--- config.mk ---
export PLATFORM = sky130hd
export DESIGN_NAME = pwm_frame_scheduler
export DESIGN_NICKNAME = d
export VERILOG_FILES = /design/src/rtl/pwm_sched_pkg.sv /design/src/rtl/pwm_frame_scheduler_sin_index_gen.sv /design/src/rtl/pwm_frame_scheduler.sv
export SDC_FILE = /design/constraint.sdc
export NUM_CORES = 1
export LEC_CHECK = 0
export ABC_AREA = 1
export CORE_ASPECT_RATIO = 0.6
export CORE_MARGIN = 3
export CORE_UTILIZATION = 30
export CTS_CLUSTER_DIAMETER = 60
export DETAILED_ROUTE_END_ITERATION = 10
export SETUP_SLACK_MARGIN = 0.05
export SLEW_MARGIN = 10
export SYNTH_ARGS = -nofsm -noshare
export SYNTH_HDL_FRONTEND = slang
export SYNTH_HIERARCHICAL = 1
export SYNTH_SLANG_ARGS = --single-unit
--- constraint.sdc ---
create_clock -name clk -period 4 [get_ports clk]
set_input_delay 0.8 -clock clk [delete_from_list [all_inputs] [get_ports clk]]
set_output_delay 0.8 -clock clk [all_outputs]
set_load 0.01 [all_outputs]
--- src/rtl/pwm_sched_pkg.sv ---
// Shared constants and state encoding for the PWM frame scheduler.
// Module/phase counts and sine-index offsets are fixed package defaults.
package pwm_sched_pkg;

    localparam int DEF_NUM_MODULES = 9;

    localparam int DEF_NUM_PHASES = 3;

    localparam logic [15:0] DEF_MODULE_OFFSET = 16'd28;

    localparam logic [15:0] DEF_PHASE_OFFSET = 16'd85;

    localparam int DEF_SHOOT_CYCLES   = 48;
    localparam int DEF_TX_TIMEOUT     = 4800;
    localparam int TX_BLANK_CYCLES    = 2;

    typedef enum logic [2:0] {
        ST_IDLE,
        ST_FETCH,
        ST_LOAD,
        ST_DISPATCH,
        ST_WAIT_TX,
        ST_SHOOT
    } sched_state_t;

    // Counter width for an index range of n values, never narrower than one bit.
    function automatic int idx_width(input int n);
        return (n > 1) ? $clog2(n) : 1;
    endfunction

endpackage

--- src/rtl/pwm_frame_scheduler_sin_index_gen.sv ---
// Module/phase index counters and the registered modulo-2^16 sine address.
// The address is kept incrementally so no multiplier is needed.
module sin_index_gen
    import pwm_sched_pkg::*;
#(
    parameter int          NUM_MODULES   = DEF_NUM_MODULES,
    parameter int          NUM_PHASES    = DEF_NUM_PHASES,
    parameter logic [15:0] MODULE_OFFSET = DEF_MODULE_OFFSET,
    parameter logic [15:0] PHASE_OFFSET  = DEF_PHASE_OFFSET,
    localparam int         MW            = idx_width(NUM_MODULES),
    localparam int         PW            = idx_width(NUM_PHASES)
) (
    input  logic          clk,
    input  logic          reset,
    input  logic          start,
    input  logic [15:0]   base_index,
    input  logic          next_module,
    input  logic          next_phase,
    output logic [15:0]   addr,
    output logic [MW-1:0] module_idx,
    output logic          last_module,
    output logic          last_phase
);

    logic [15:0]   phase_base;
    logic [PW-1:0] phase_idx;

    // phase_base is the latched base plus j*PHASE_OFFSET; addr adds i*MODULE_OFFSET on top.
    always_ff @(posedge clk) begin
        if (reset) begin
            addr       <= '0;
            phase_base <= '0;
            module_idx <= '0;
            phase_idx  <= '0;
        end else if (start) begin
            addr       <= base_index;
            phase_base <= base_index;
            module_idx <= '0;
            phase_idx  <= '0;
        end else if (next_phase) begin
            addr       <= phase_base + PHASE_OFFSET;
            phase_base <= phase_base + PHASE_OFFSET;
            module_idx <= '0;
            phase_idx  <= phase_idx + 1'b1;
        end else if (next_module) begin
            addr       <= addr + MODULE_OFFSET;
            module_idx <= module_idx + 1'b1;
        end
    end

    assign last_module = (module_idx == MW'(NUM_MODULES - 1));
    assign last_phase  = (phase_idx == PW'(NUM_PHASES - 1));

endmodule

--- src/rtl/pwm_frame_scheduler.sv ---
// Frame sequencer: loads one byte per module from the sine RAM, launches all UARTs
// together once per phase, then fires the shoot pulse; aborts if a UART never goes idle.
module pwm_frame_scheduler
    import pwm_sched_pkg::*;
#(
    parameter int          NUM_MODULES   = DEF_NUM_MODULES,
    parameter int          NUM_PHASES    = DEF_NUM_PHASES,
    parameter logic [15:0] MODULE_OFFSET = DEF_MODULE_OFFSET,
    parameter logic [15:0] PHASE_OFFSET  = DEF_PHASE_OFFSET,
    parameter int          SHOOT_CYCLES  = DEF_SHOOT_CYCLES,
    parameter int          TX_TIMEOUT    = DEF_TX_TIMEOUT
) (
    input  logic                     clk,
    input  logic                     reset,
    input  logic                     frame_start,
    input  logic [15:0]              base_index,
    output logic [15:0]              sin_addr,
    input  logic [7:0]               sin_data,
    output logic [8*NUM_MODULES-1:0] data_to_tx,
    output logic [NUM_MODULES-1:0]   start_tx,
    input  logic [NUM_MODULES-1:0]   tx_busy,
    output logic                     shoot,
    output logic                     busy,
    output logic                     frame_done,
    output logic                     tx_timeout
);

    localparam int MW = idx_width(NUM_MODULES);
    localparam int TW = $clog2(TX_TIMEOUT + 2);
    localparam int SW = idx_width(SHOOT_CYCLES);

    sched_state_t  state;
    sched_state_t  state_next;

    logic [TW-1:0] wait_cnt;
    logic [SW-1:0] shoot_cnt;

    logic          gen_start;
    logic          gen_next_module;
    logic          gen_next_phase;
    logic          load_en;
    logic [MW-1:0] module_idx;
    logic          last_module;
    logic          last_phase;

    logic          tx_idle;
    logic          tx_done;
    logic          timed_out;
    logic          shoot_last;

    logic [NUM_MODULES-1:0][7:0] tx_bytes;

    sin_index_gen #(
        .NUM_MODULES   (NUM_MODULES),
        .NUM_PHASES    (NUM_PHASES),
        .MODULE_OFFSET (MODULE_OFFSET),
        .PHASE_OFFSET  (PHASE_OFFSET)
    ) u_index_gen (
        .clk         (clk),
        .reset       (reset),
        .start       (gen_start),
        .base_index  (base_index),
        .next_module (gen_next_module),
        .next_phase  (gen_next_phase),
        .addr        (sin_addr),
        .module_idx  (module_idx),
        .last_module (last_module),
        .last_phase  (last_phase)
    );

    // Busy is ignored during the blanking window; success beats a coincident timeout.
    assign tx_idle    = (tx_busy == '0);
    assign tx_done    = (state == ST_WAIT_TX) && (wait_cnt >= TW'(TX_BLANK_CYCLES)) && tx_idle;
    assign timed_out  = (state == ST_WAIT_TX) && (wait_cnt == TW'(TX_TIMEOUT)) && !tx_done;
    assign shoot_last = (shoot_cnt == SW'(SHOOT_CYCLES - 1));

    always_ff @(posedge clk) begin
        if (reset) begin
            state <= ST_IDLE;
        end else begin
            state <= state_next;
        end
    end

    always_comb begin
        state_next = state;
        case (state)
            ST_IDLE: begin
                if (frame_start) begin
                    state_next = ST_FETCH;
                end
            end
            ST_FETCH: begin
                state_next = ST_LOAD;
            end
            ST_LOAD: begin
                state_next = last_module ? ST_DISPATCH : ST_FETCH;
            end
            ST_DISPATCH: begin
                if (tx_idle) begin
                    state_next = ST_WAIT_TX;
                end
            end
            ST_WAIT_TX: begin
                if (tx_done) begin
                    state_next = last_phase ? ST_SHOOT : ST_FETCH;
                end else if (timed_out) begin
                    state_next = ST_IDLE;
                end
            end
            ST_SHOOT: begin
                if (shoot_last) begin
                    state_next = ST_IDLE;
                end
            end
            default: begin
                state_next = ST_IDLE;
            end
        endcase
    end

    // start_tx covers exactly the first WAIT_TX cycle, i.e. the cycle after DISPATCH saw idle UARTs.
    always_comb begin
        gen_start       = 1'b0;
        gen_next_module = 1'b0;
        gen_next_phase  = 1'b0;
        load_en         = 1'b0;
        start_tx        = '0;
        shoot           = 1'b0;
        frame_done      = 1'b0;
        tx_timeout      = 1'b0;
        busy            = (state != ST_IDLE);
        case (state)
            ST_IDLE: begin
                gen_start = frame_start;
            end
            ST_LOAD: begin
                load_en         = 1'b1;
                gen_next_module = !last_module;
            end
            ST_WAIT_TX: begin
                start_tx       = (wait_cnt == '0) ? '1 : '0;
                gen_next_phase = tx_done && !last_phase;
                tx_timeout     = timed_out;
            end
            ST_SHOOT: begin
                shoot      = 1'b1;
                frame_done = shoot_last;
            end
            default: begin
            end
        endcase
    end

    always_ff @(posedge clk) begin
        if (reset) begin
            wait_cnt  <= '0;
            shoot_cnt <= '0;
        end else begin
            wait_cnt  <= (state == ST_WAIT_TX) ? wait_cnt + 1'b1 : '0;
            shoot_cnt <= (state == ST_SHOOT) ? shoot_cnt + 1'b1 : '0;
        end
    end

    // Bytes persist between frames so the last table stays visible to the UARTs.
    always_ff @(posedge clk) begin
        if (reset) begin
            tx_bytes <= '0;
        end else if (load_en) begin
            tx_bytes[module_idx] <= sin_data;
        end
    end

    assign data_to_tx = tx_bytes;

endmodule

==> results.toml, run 1 <==
[synthesis]
synth_top_area_share_pct = 42.8
synth_seq_cells = 132
synth_area_leaders = "dfxtp_1 43%, nor2_1 13%, nand2_1 9.5%"
ys.warnings.count = 6
syn_nets = 947
yosysTopAreaCell = "dfxtp_1"
ys.flop_type = "dfxtp_1"
netlist_instances = 902
async_reset_ff_share_pct = 0
synth_edf_count = 0
netlist_area_um2 = 6180
yosysSeqAreaShare_pct = 42.8
syn_area_per_cell_um2 = 6.85
yosysUniqueCellTypes = 45

[clock_network]
clock-sinks = 132
cts_hold_buffers = 0
post_cts_buffers = 0
cts_tree = "yes"
numCtsBuffers = 17
ctsLongestPathBuffers = 2
cts-resized-gates = 0
root_buffer = "clkbuf_16"
clock_latency_ns = 0.43
clk_pin_slew_worst_paths_ns = 0.06
htreeDepth = 4

[timing]
rsz0062_at_grt = "no"
setup_tns_ns = 0
relSlewSlack_pct = 56.6
finClkSkew_ns = 0.0172
finalHoldViolations = 0
hold_slack_ns = 0.450
finalSetupViolCount = 0
min_period_ns = 3.13
final.period_utilization_pct = 78.4
worst_pin_slew_ns = 0.646
slew_viol_final = 0
fmax_ghz = 0.319

[cells_and_area]
regArea_um2 = 2640
diodes = 0
mostFrequentLayoutCell = "nor2_1"
multiInputGateArea_um2 = 2970
fillers = 2029
layout-drive-gt1-share_pct = 6.81
layout_common_cells = "217 x nor2_1, 156 x nand2_1, 136 x clkdlybuf4s50_1"
nNetsFinal = 1075
area_delta_synth_final_pct = 35.4

[critical_path]
worstPathRequired_ns = 3.20
critPathArrivalTime_ns = 2.33
end_kind = "primary output"
start_kind = "input port"
critPathKind = "in2out"
worst-path-max-fanout = 3

[floorplan]
start_util_pct = 31.5
dieArea_um2 = 22400
io_pins = 137
rows = 39
coreArea_um2 = 19600
die_y_um = 117
die_width_um = 191

[drt]
first_pass_iters = 7
vias_per_cell = 4.69
wl_met1_um = 10400
drtIter0Drc = 491
top_layer = "met4"
vias = 6144
wl_um = 19400
met3_length_um = 2000
ant_nets = 0
wl_met2_um = 6900
drc = 0
wire_per_inst_um = 14.8

[placed_design]
port_buffers = 136
dp_hpwl_um = 14400
gp_congestion = 0.902

[power_and_ir_drop]
total_power_w = 0.00441
vdd_drop_max_mv = 0.295
p_leak_nw = 3.43
p_per_area_nw_per_um2 = 528

[grt]
grtUsageTotal_pct = 17.1
overflow = 0
grt_pass1_vias = 5449
antenna_found_initial = 0
grt_max_degree = 55
grt_pass1_wl_um = 29700

[hold_path]
hp-class = "reg2reg"

[status]
outcome = "finished, final reports clean"

[flow_run]
drv_cap = 0
## synth_stat cells, types with 8 or more instances
master	n
a21oi_1	34
a31oi_1	8
buf_1	9
buf_4	9
clkbuf_1	9
dfxtp_1	132
ha_1	9
inv_1	85
inv_2	15
nand2_1	156
nand3_1	56
nor2_1	217
nor3_1	9
o21ai_0	89
o21ai_1	10
## registers in the layout, indices dropped and copies added (netlist names)
signal	count
data_to_tx	72
shoot_cnt	6
state	3
u_index_gen/addr	16
u_index_gen/module_idx	4
u_index_gen/phase_base	16
u_index_gen/phase_idx	2
wait_cnt	13
## worst max-delay path, cell delays in order
cell,delay [ns]
clkdlybuf4s50_1,0.40
nor2_1,0.11
nand3_1,0.08
nor2_1,0.24
nand2_1,0.11
nand3_1,0.08
inv_1,0.04
clkdlybuf4s50_1,0.48
## cell type report
| type | instances | share of cell area [%] |
|---|---|---|
| Inverter | 102 | 4.61 |
| Timing Repair Buffer | 142 | 17.0 |
| Sequential cell | 132 | 31.6 |
| Multi-Input combinational cell | 635 | 35.5 |
| Tap cell | 266 | 3.98 |
| Clock buffer | 23 | 5.83 |
| Clock inverter | 9 | 1.50 |
## power breakdown
part | total, W | internal (W) | switching, W
combinational | 0.00120 | 0.000480 | 0.000717
clock | 0.00163 | 0.00104 | 0.000588
sequential | 0.00158 | 0.00144 | 0.000143
total | 0.00441 | 0.00296 | 0.00145
## stage by stage
stage               instance area (um^2)  std cells  utilization [%]  setup WS, ns
global placement                    7750       1277             39.5         0.634
global route                        8360       1309             42.6         0.632
CTS                                 8360       1309             42.6         0.849
floorplan                           6180        902                -          1.27
detailed placement                  7750       1277             39.5         0.492
finish                              8360       1309             42.6         0.865
## layer usage
layer | GRT usage, % | up-vias
li1 | - | 3147
met1 | 27.1 | 2723
met2 | 20.9 | 261
met3 | 6.46 | 13
met4 | 4.15 | 0
met5 | 0 | -
## path summary, 6_finish.rpt
path	startpoint	endpoint	slack [ns]	depth (start not counted)
setup / recovery	tx_busy[3]	tx_timeout	0.87	8
hold / removal	shoot_cnt[0]$_SDFF_PP0_	shoot_cnt[0]$_SDFF_PP0_	0.45	1
setup reg to reg	state[1]$_SDFFE_PP0P_	u_index_gen/addr[8]$_SDFFE_PP0P_	1.25	13
hold reg to reg	shoot_cnt[0]$_SDFF_PP0_	shoot_cnt[0]$_SDFF_PP0_	0.45	1
## logic make-up after synthesis
family | synth area share, %
AND/OR/NAND/NOR | 32.1
XOR/XNOR | 0.709
flip-flops | 42.8
AO/OA/AOI/OAI | 13.5
buffers and inverters | 9.11
adder cells (fa/ha/maj) | 1.82
Note: power is estimated with default switching activity, not from simulation.
==> run 2: changes to the inputs <==
==> constraint.sdc (replaced) <==
create_clock -name clk -period 3.1 [get_ports clk]
set_input_delay 0.62 -clock clk [delete_from_list [all_inputs] [get_ports clk]]
set_output_delay 0.62 -clock clk [all_outputs]
set_load 0.01 [all_outputs]
==> run 2 against run 1 <==
First-iteration DRC count up 7.9%. Cell area barely moved. Wire length about the same. Via count decreased by 0.24%. Sequential share of layout area hardly changed. Highest routed layer unchanged. Die area stayed put. Critical endpoint is now start_tx[6]. Global-route usage is 0.21 points higher. Final cell count up 0.31%. Worst setup slack got worse by 0.67 ns.
==> results.toml, run 2 (synthesis results as in run 1) <==
[power_and_ir_drop]
p_leak_nw = 3.43
vdd_drop_max_mv = 0.376
power_switching_share_pct = 33.2
power.switching_w = 0.00185
seqPwrFrac_pct = 36.6
comb_power_share_pct = 27.9
total_power_w = 0.00558
internal-power_w = 0.00373
p_per_area_nw_per_um2 = 667
power_frac_clock_pct = 35.6

[timing]
worst_pin_slew_ns = 0.565
slew_viol_final = 0
fin_ws_ns = 0.192
final.period_utilization_pct = 93.8
rsz0062_at_grt = "no"
fmax_ghz = 0.344
finalSetupViolCount = 0
relSlewSlack_pct = 62.2
min_period_ns = 2.91
finClkSkew_ns = 0.00752
hold_slack_ns = 0.453
setup_tns_ns = 0
finalHoldViolations = 0

[clock_network]
clock-sinks = 132
root_buffer = "clkbuf_16"
clk_pin_slew_worst_paths_ns = 0.05
cts_tree = "yes"
cts_hold_buffers = 0
cts-resized-gates = 0
clock_latency_ns = 0.42
ctsLongestPathBuffers = 2
htreeDepth = 4
post_cts_buffers = 0
numCtsBuffers = 17

[placed_design]
gp_congestion = 0.965
port_buffers = 136
pre_cts_slack_ns = 0.0631
dp_hpwl_um = 14400

[critical_path]
end_kind = "primary output"
critPathKind = "reg2out"
critical-path-top-delay-family = "buffers and inverters"
slowest_delay_ns = 0.55
worst-path-max-fanout = 9
critPathSlowestCell = "clkdlybuf4s50_1"
cp.depth = 5
crit_buf_inv = 3
critPathArrivalTime_ns = 2.29
worstPathRequired_ns = 2.48
ff2ff_path_depth = 17
start_kind = "register"
worstPathCellList = "inv_1, nand3_1, nor4_1, buf_4, clkdlybuf4s50_1"

[floorplan]
die_width_um = 191
io_pins = 137
coreArea_um2 = 19600
start_util_pct = 31.5
dieArea_um2 = 22400
rows = 39
die_y_um = 117

[drt]
drc = 0
wl_um = 19300
vias_per_cell = 4.67
ant_nets = 0
vias = 6129
first_pass_iters = 5
drtIter0Drc = 530
wire_per_inst_um = 14.7

[cells_and_area]
area_delta_synth_final_pct = 35.4
largest_register_ffs = 72
layout-drive-gt1-share_pct = 7.07
nNetsFinal = 1079
layout_common_cells = "217 x nor2_1, 156 x nand2_1, 136 x clkdlybuf4s50_1"
post-route-util_pct = 42.6
diodes = 0
mostFrequentLayoutCell = "nor2_1"

[hold_path]
worstHoldPathCells = 1
hp-class = "reg2reg"

[grt]
grtUsageTotal_pct = 17.4
antenna_found_initial = 0
overflow = 0
grt_pass1_wl_um = 30100
grt_max_degree = 75
grt_pass1_vias = 5452

[status]
outcome = "finished, final reports clean"

[flow_run]
drv_cap = 0
run 2: cell type report:
| class | instances | area, um^2 |
|---|---|---|
| Clock buffer | 23 | 478 |
| Clock inverter | 9 | 103 |
| Fill cell | 2040 | 11300 |
| Inverter | 102 | 385 |
| Multi-Input combinational cell | 635 | 2970 |
| Sequential cell | 132 | 2640 |
| Tap cell | 266 | 333 |
| Timing Repair Buffer | 146 | 1450 |
run 2: worst paths after layout:
path	start	end	slack, ns
worst min-delay path	shoot_cnt[0]$_SDFF_PP0_	shoot_cnt[0]$_SDFF_PP0_	0.45
worst max-delay path	state[1]$_SDFFE_PP0P_	start_tx[6]	0.19
worst max register to register	wait_cnt[0]$_SDFF_PP0_	u_index_gen/addr[10]$_SDFFE_PP0P_	0.50
worst min register to register	shoot_cnt[0]$_SDFF_PP0_	shoot_cnt[0]$_SDFF_PP0_	0.45
run 2: layer usage:
metal / up-vias / GRT usage (%) / routed length (um)
li1: 3149 / - / -
met1: 2741 / 27.6 / 10400
met2: 221 / 21.5 / 6880
met3: 18 / 5.54 / 1810
met4: 0 / 4.59 / 222
met5: - / 0 / 0
run 2: power groups by stage:
stage / Sequential (W) / Combinational, W / Clock [W]
3_3_place_gp: 0.00207 / 0.00154 / 0
6_report: 0.00204 / 0.00155 / 0.00198
4_1_cts: 0.00204 / 0.00155 / 0.00204
2_1_floorplan: 0.00206 / 0.000938 / 0
3_5_place_dp: 0.00207 / 0.00154 / 0
5_1_grt: 0.00207 / 0.00172 / 0.00212
run 2: stage by stage:
| step | cells | area (um^2) |
|---|---|---|
| after global placement | 1281 | 7780 |
| after floorplan | 902 | 6180 |
| after global routing | 1313 | 8360 |
| after CTS | 1313 | 8360 |
| after detailed placement | 1281 | 7780 |
| final | 1313 | 8360 |
==> run 3: changes to the inputs <==
--- a/config.mk
+++ b/config.mk
@@ -5,12 +5,13 @@
 export SDC_FILE = /design/constraint.sdc
 export NUM_CORES = 1
 export LEC_CHECK = 0
-export ABC_AREA = 1
+export ABC_AREA = 0
 export CORE_ASPECT_RATIO = 0.6
 export CORE_MARGIN = 3
 export CORE_UTILIZATION = 30
 export CTS_CLUSTER_DIAMETER = 60
 export DETAILED_ROUTE_END_ITERATION = 10
+export PLACE_DENSITY = 0.51
 export SETUP_SLACK_MARGIN = 0.05
 export SLEW_MARGIN = 10
 export SYNTH_ARGS = -nofsm -noshare
==> run 3 against run 2 <==
Largest power group is now clock. Area after synthesis grew 2.3%. Sequential cell count is the same. Sequential share of layout area shrank 1.2 points. Register-to-register slack lost 0.19 ns. Sequential power shrank 2%.
==> results.toml, run 3 <==
[status]
outcome = "finished, final reports clean"

[synthesis]
netlist_instances = 699
syn_area_per_cell_um2 = 9.04
yosysTopAreaCell = "dfxtp_1"
synth_top_area_share_pct = 41.8
synth_edf_count = 0
ys.warnings.count = 6
synth_commonest_cells = "132 x dfxtp_1, 132 x nor2_1, 75 x mux2i_1, 41 x nand2_1, 30 x clkbuf_1"
ys.flop_type = "dfxtp_1"
yosysUniqueCellTypes = 83
synth_area_leaders = "dfxtp_1 42%, mux2i_1 12%, nor2_1 7.8%"
async_reset_ff_share_pct = 0
syn_nets = 744
synth_seq_cells = 132
netlist_area_um2 = 6320
yosysSeqAreaShare_pct = 41.8

[critical_path]
critPathKind = "reg2out"
end_kind = "primary output"
worstPathRequired_ns = 2.48
start_kind = "register"
worst-path-max-fanout = 4
critPathArrivalTime_ns = 2.38

[clock_network]
root_buffer = "clkbuf_16"
clock-sinks = 132
ctsLongestPathBuffers = 2
cts_hold_buffers = 0
htreeDepth = 4
clk_pin_slew_worst_paths_ns = 0.06
clock_latency_ns = 0.42
numCtsBuffers = 17
cts_tree = "yes"

[drt]
met3_length_um = 1440
vias = 5514
wl_met1_um = 10200
wire_per_inst_um = 17.4
first_pass_iters = 5
ant_nets = 0
top_layer = "met4"
drtIter0Drc = 521
drc = 0
wl_um = 19400
wl_met2_um = 7560
vias_per_cell = 4.94

[cells_and_area]
fillers = 1993
layout-drive-gt1-share_pct = 12.0
mostFrequentLayoutCell = "nor2_1"
post-route-util_pct = 42.7
layout_common_cells = "132 x nor2_1, 131 x dfxtp_1, 125 x clkdlybuf4s50_1"
nNetsFinal = 877
final_cells = 1116
diodes = 0
area_delta_synth_final_pct = 37.4
largest_register_ffs = 72

[timing]
fmax_ghz = 0.333
slew_viol_final = 0
final.period_utilization_pct = 96.9
finClkSkew_ns = 0.00590
finalHoldViolations = 0
min_period_ns = 3.00
fin_ws_ns = 0.0976
worst_pin_slew_ns = 0.864
relSlewSlack_pct = 42.0
finalSetupViolCount = 0
rsz0062_at_grt = "yes"

[grt]
grt_max_degree = 60
grt_pass1_wl_um = 30600
antenna_found_initial = 0
grtUsageTotal_pct = 17.0
grt_pass1_vias = 5311
overflow = 0

[placed_design]
pre_cts_slack_ns = 0.0115
gp_congestion = 0.833
place_inst = 1083
dp_hpwl_um = 14200
port_buffers = 136

[power_and_ir_drop]
seqPwrFrac_pct = 35.8
p_per_area_nw_per_um2 = 644
comb_power_share_pct = 24.1
p_leak_nw = 3.19
power_switching_share_pct = 30.0
total_power_w = 0.00559
internal-power_w = 0.00391
power_frac_clock_pct = 40.1
power.switching_w = 0.00168
vdd_drop_max_mv = 0.396

[floorplan]
die_y_um = 118
rows = 40
die_width_um = 193
start_util_pct = 31.1
coreArea_um2 = 20300
io_pins = 137
dieArea_um2 = 22900

[flow_run]
drv_cap = 0

[hold_path]
hp-class = "reg2reg"
run 3: changes by cell type after synthesis, moves of 17 or more:
cell,change
o21ai_0,-77
xnor2_1,+17
nor2_1,-85
mux2i_1,+75
inv_1,-66
nand2_1,-115
nand3_1,-37
clkbuf_1,+21
run 3: power groups by stage:
stage          combinational [W]  clock [W]  sequential (W)
2_1_floorplan           0.000867          0         0.00199
3_3_place_gp             0.00132          0         0.00203
3_5_place_dp             0.00132          0         0.00204
4_1_cts                  0.00134    0.00229         0.00200
5_1_grt                  0.00146    0.00238         0.00203
6_report                 0.00135    0.00224         0.00200
run 3: layout make-up:
class	count	area [um^2]	share of cell area [%]
tap	273	342	3.93
timing repair buffer	166	1580	18.2
inverter	19	71.3	0.821
clock inverter	9	176	2.03
sequential	132	2640	30.4
clock buffer	21	470	5.42
multi-input combinational	496	3400	39.1
run 3: layer usage:
layer | vias to the layer above | global-route usage [%]
li1 | 2702 | -
met1 | 2625 | 26.5
met2 | 172 | 22.0
met3 | 15 | 4.79
met4 | 0 | 4.74
met5 | - | 0
run 3: worst paths after layout:
| kind | startpoint | to | slack, ns | cells after the start |
|---|---|---|---|---|
| setup reg to reg | wait_cnt[7]$_SDFF_PP0_ | u_index_gen/addr[11]$_SDFFE_PP0P_ | 0.31 | 12 |
| setup / recovery | wait_cnt[11]$_SDFF_PP0_ | start_tx[6] | 0.1 | 6 |
| hold / removal | shoot_cnt[0]$_SDFF_PP0_ | shoot_cnt[0]$_SDFF_PP0_ | 0.47 | 1 |
| hold reg to reg | shoot_cnt[0]$_SDFF_PP0_ | shoot_cnt[0]$_SDFF_PP0_ | 0.47 | 1 |
run 3: logic make-up after synthesis:
group,after synthesis,synth area share (%)
buf+inv,71,5.17
mux,75,11.9
flops,132,41.8
xor+xnor,36,4.99
simple gates,275,22.0
fa+ha+maj,9,1.78
compound gates,101,12.4
run 3: metrics by stage:
stage | TNS, ns | hold slack, ns | cell area [um^2]
global route | -0.0881 | 0.477 | 8680
finish | 0 | 0.466 | 8680
detailed placement | 0 | 0.454 | 7980
floorplan | 0 | 0.426 | 6320
global placement | 0 | 0.442 | 7980
CTS | 0 | 0.467 | 8680
run 3: critical path, stage by stage (launching register included):
cell and delay (ns):
dfxtp_1 0.33, or4_4 0.59, nor3_4 0.16, nor3b_4 0.24
buf_4 0.15, clkdlybuf4s15_2 0.21, dlygate4sd2_1 0.27
run 3: what timing repair did:
action / in CTS / in global routing
endpoints found under the hold margin: 0 / 0
setup endpoints to repair: 10 / 7
resized for setup: 17 / 4
buffers inserted: 2 / 0
cloned: 1 / 0
pin swaps: 2 / 0
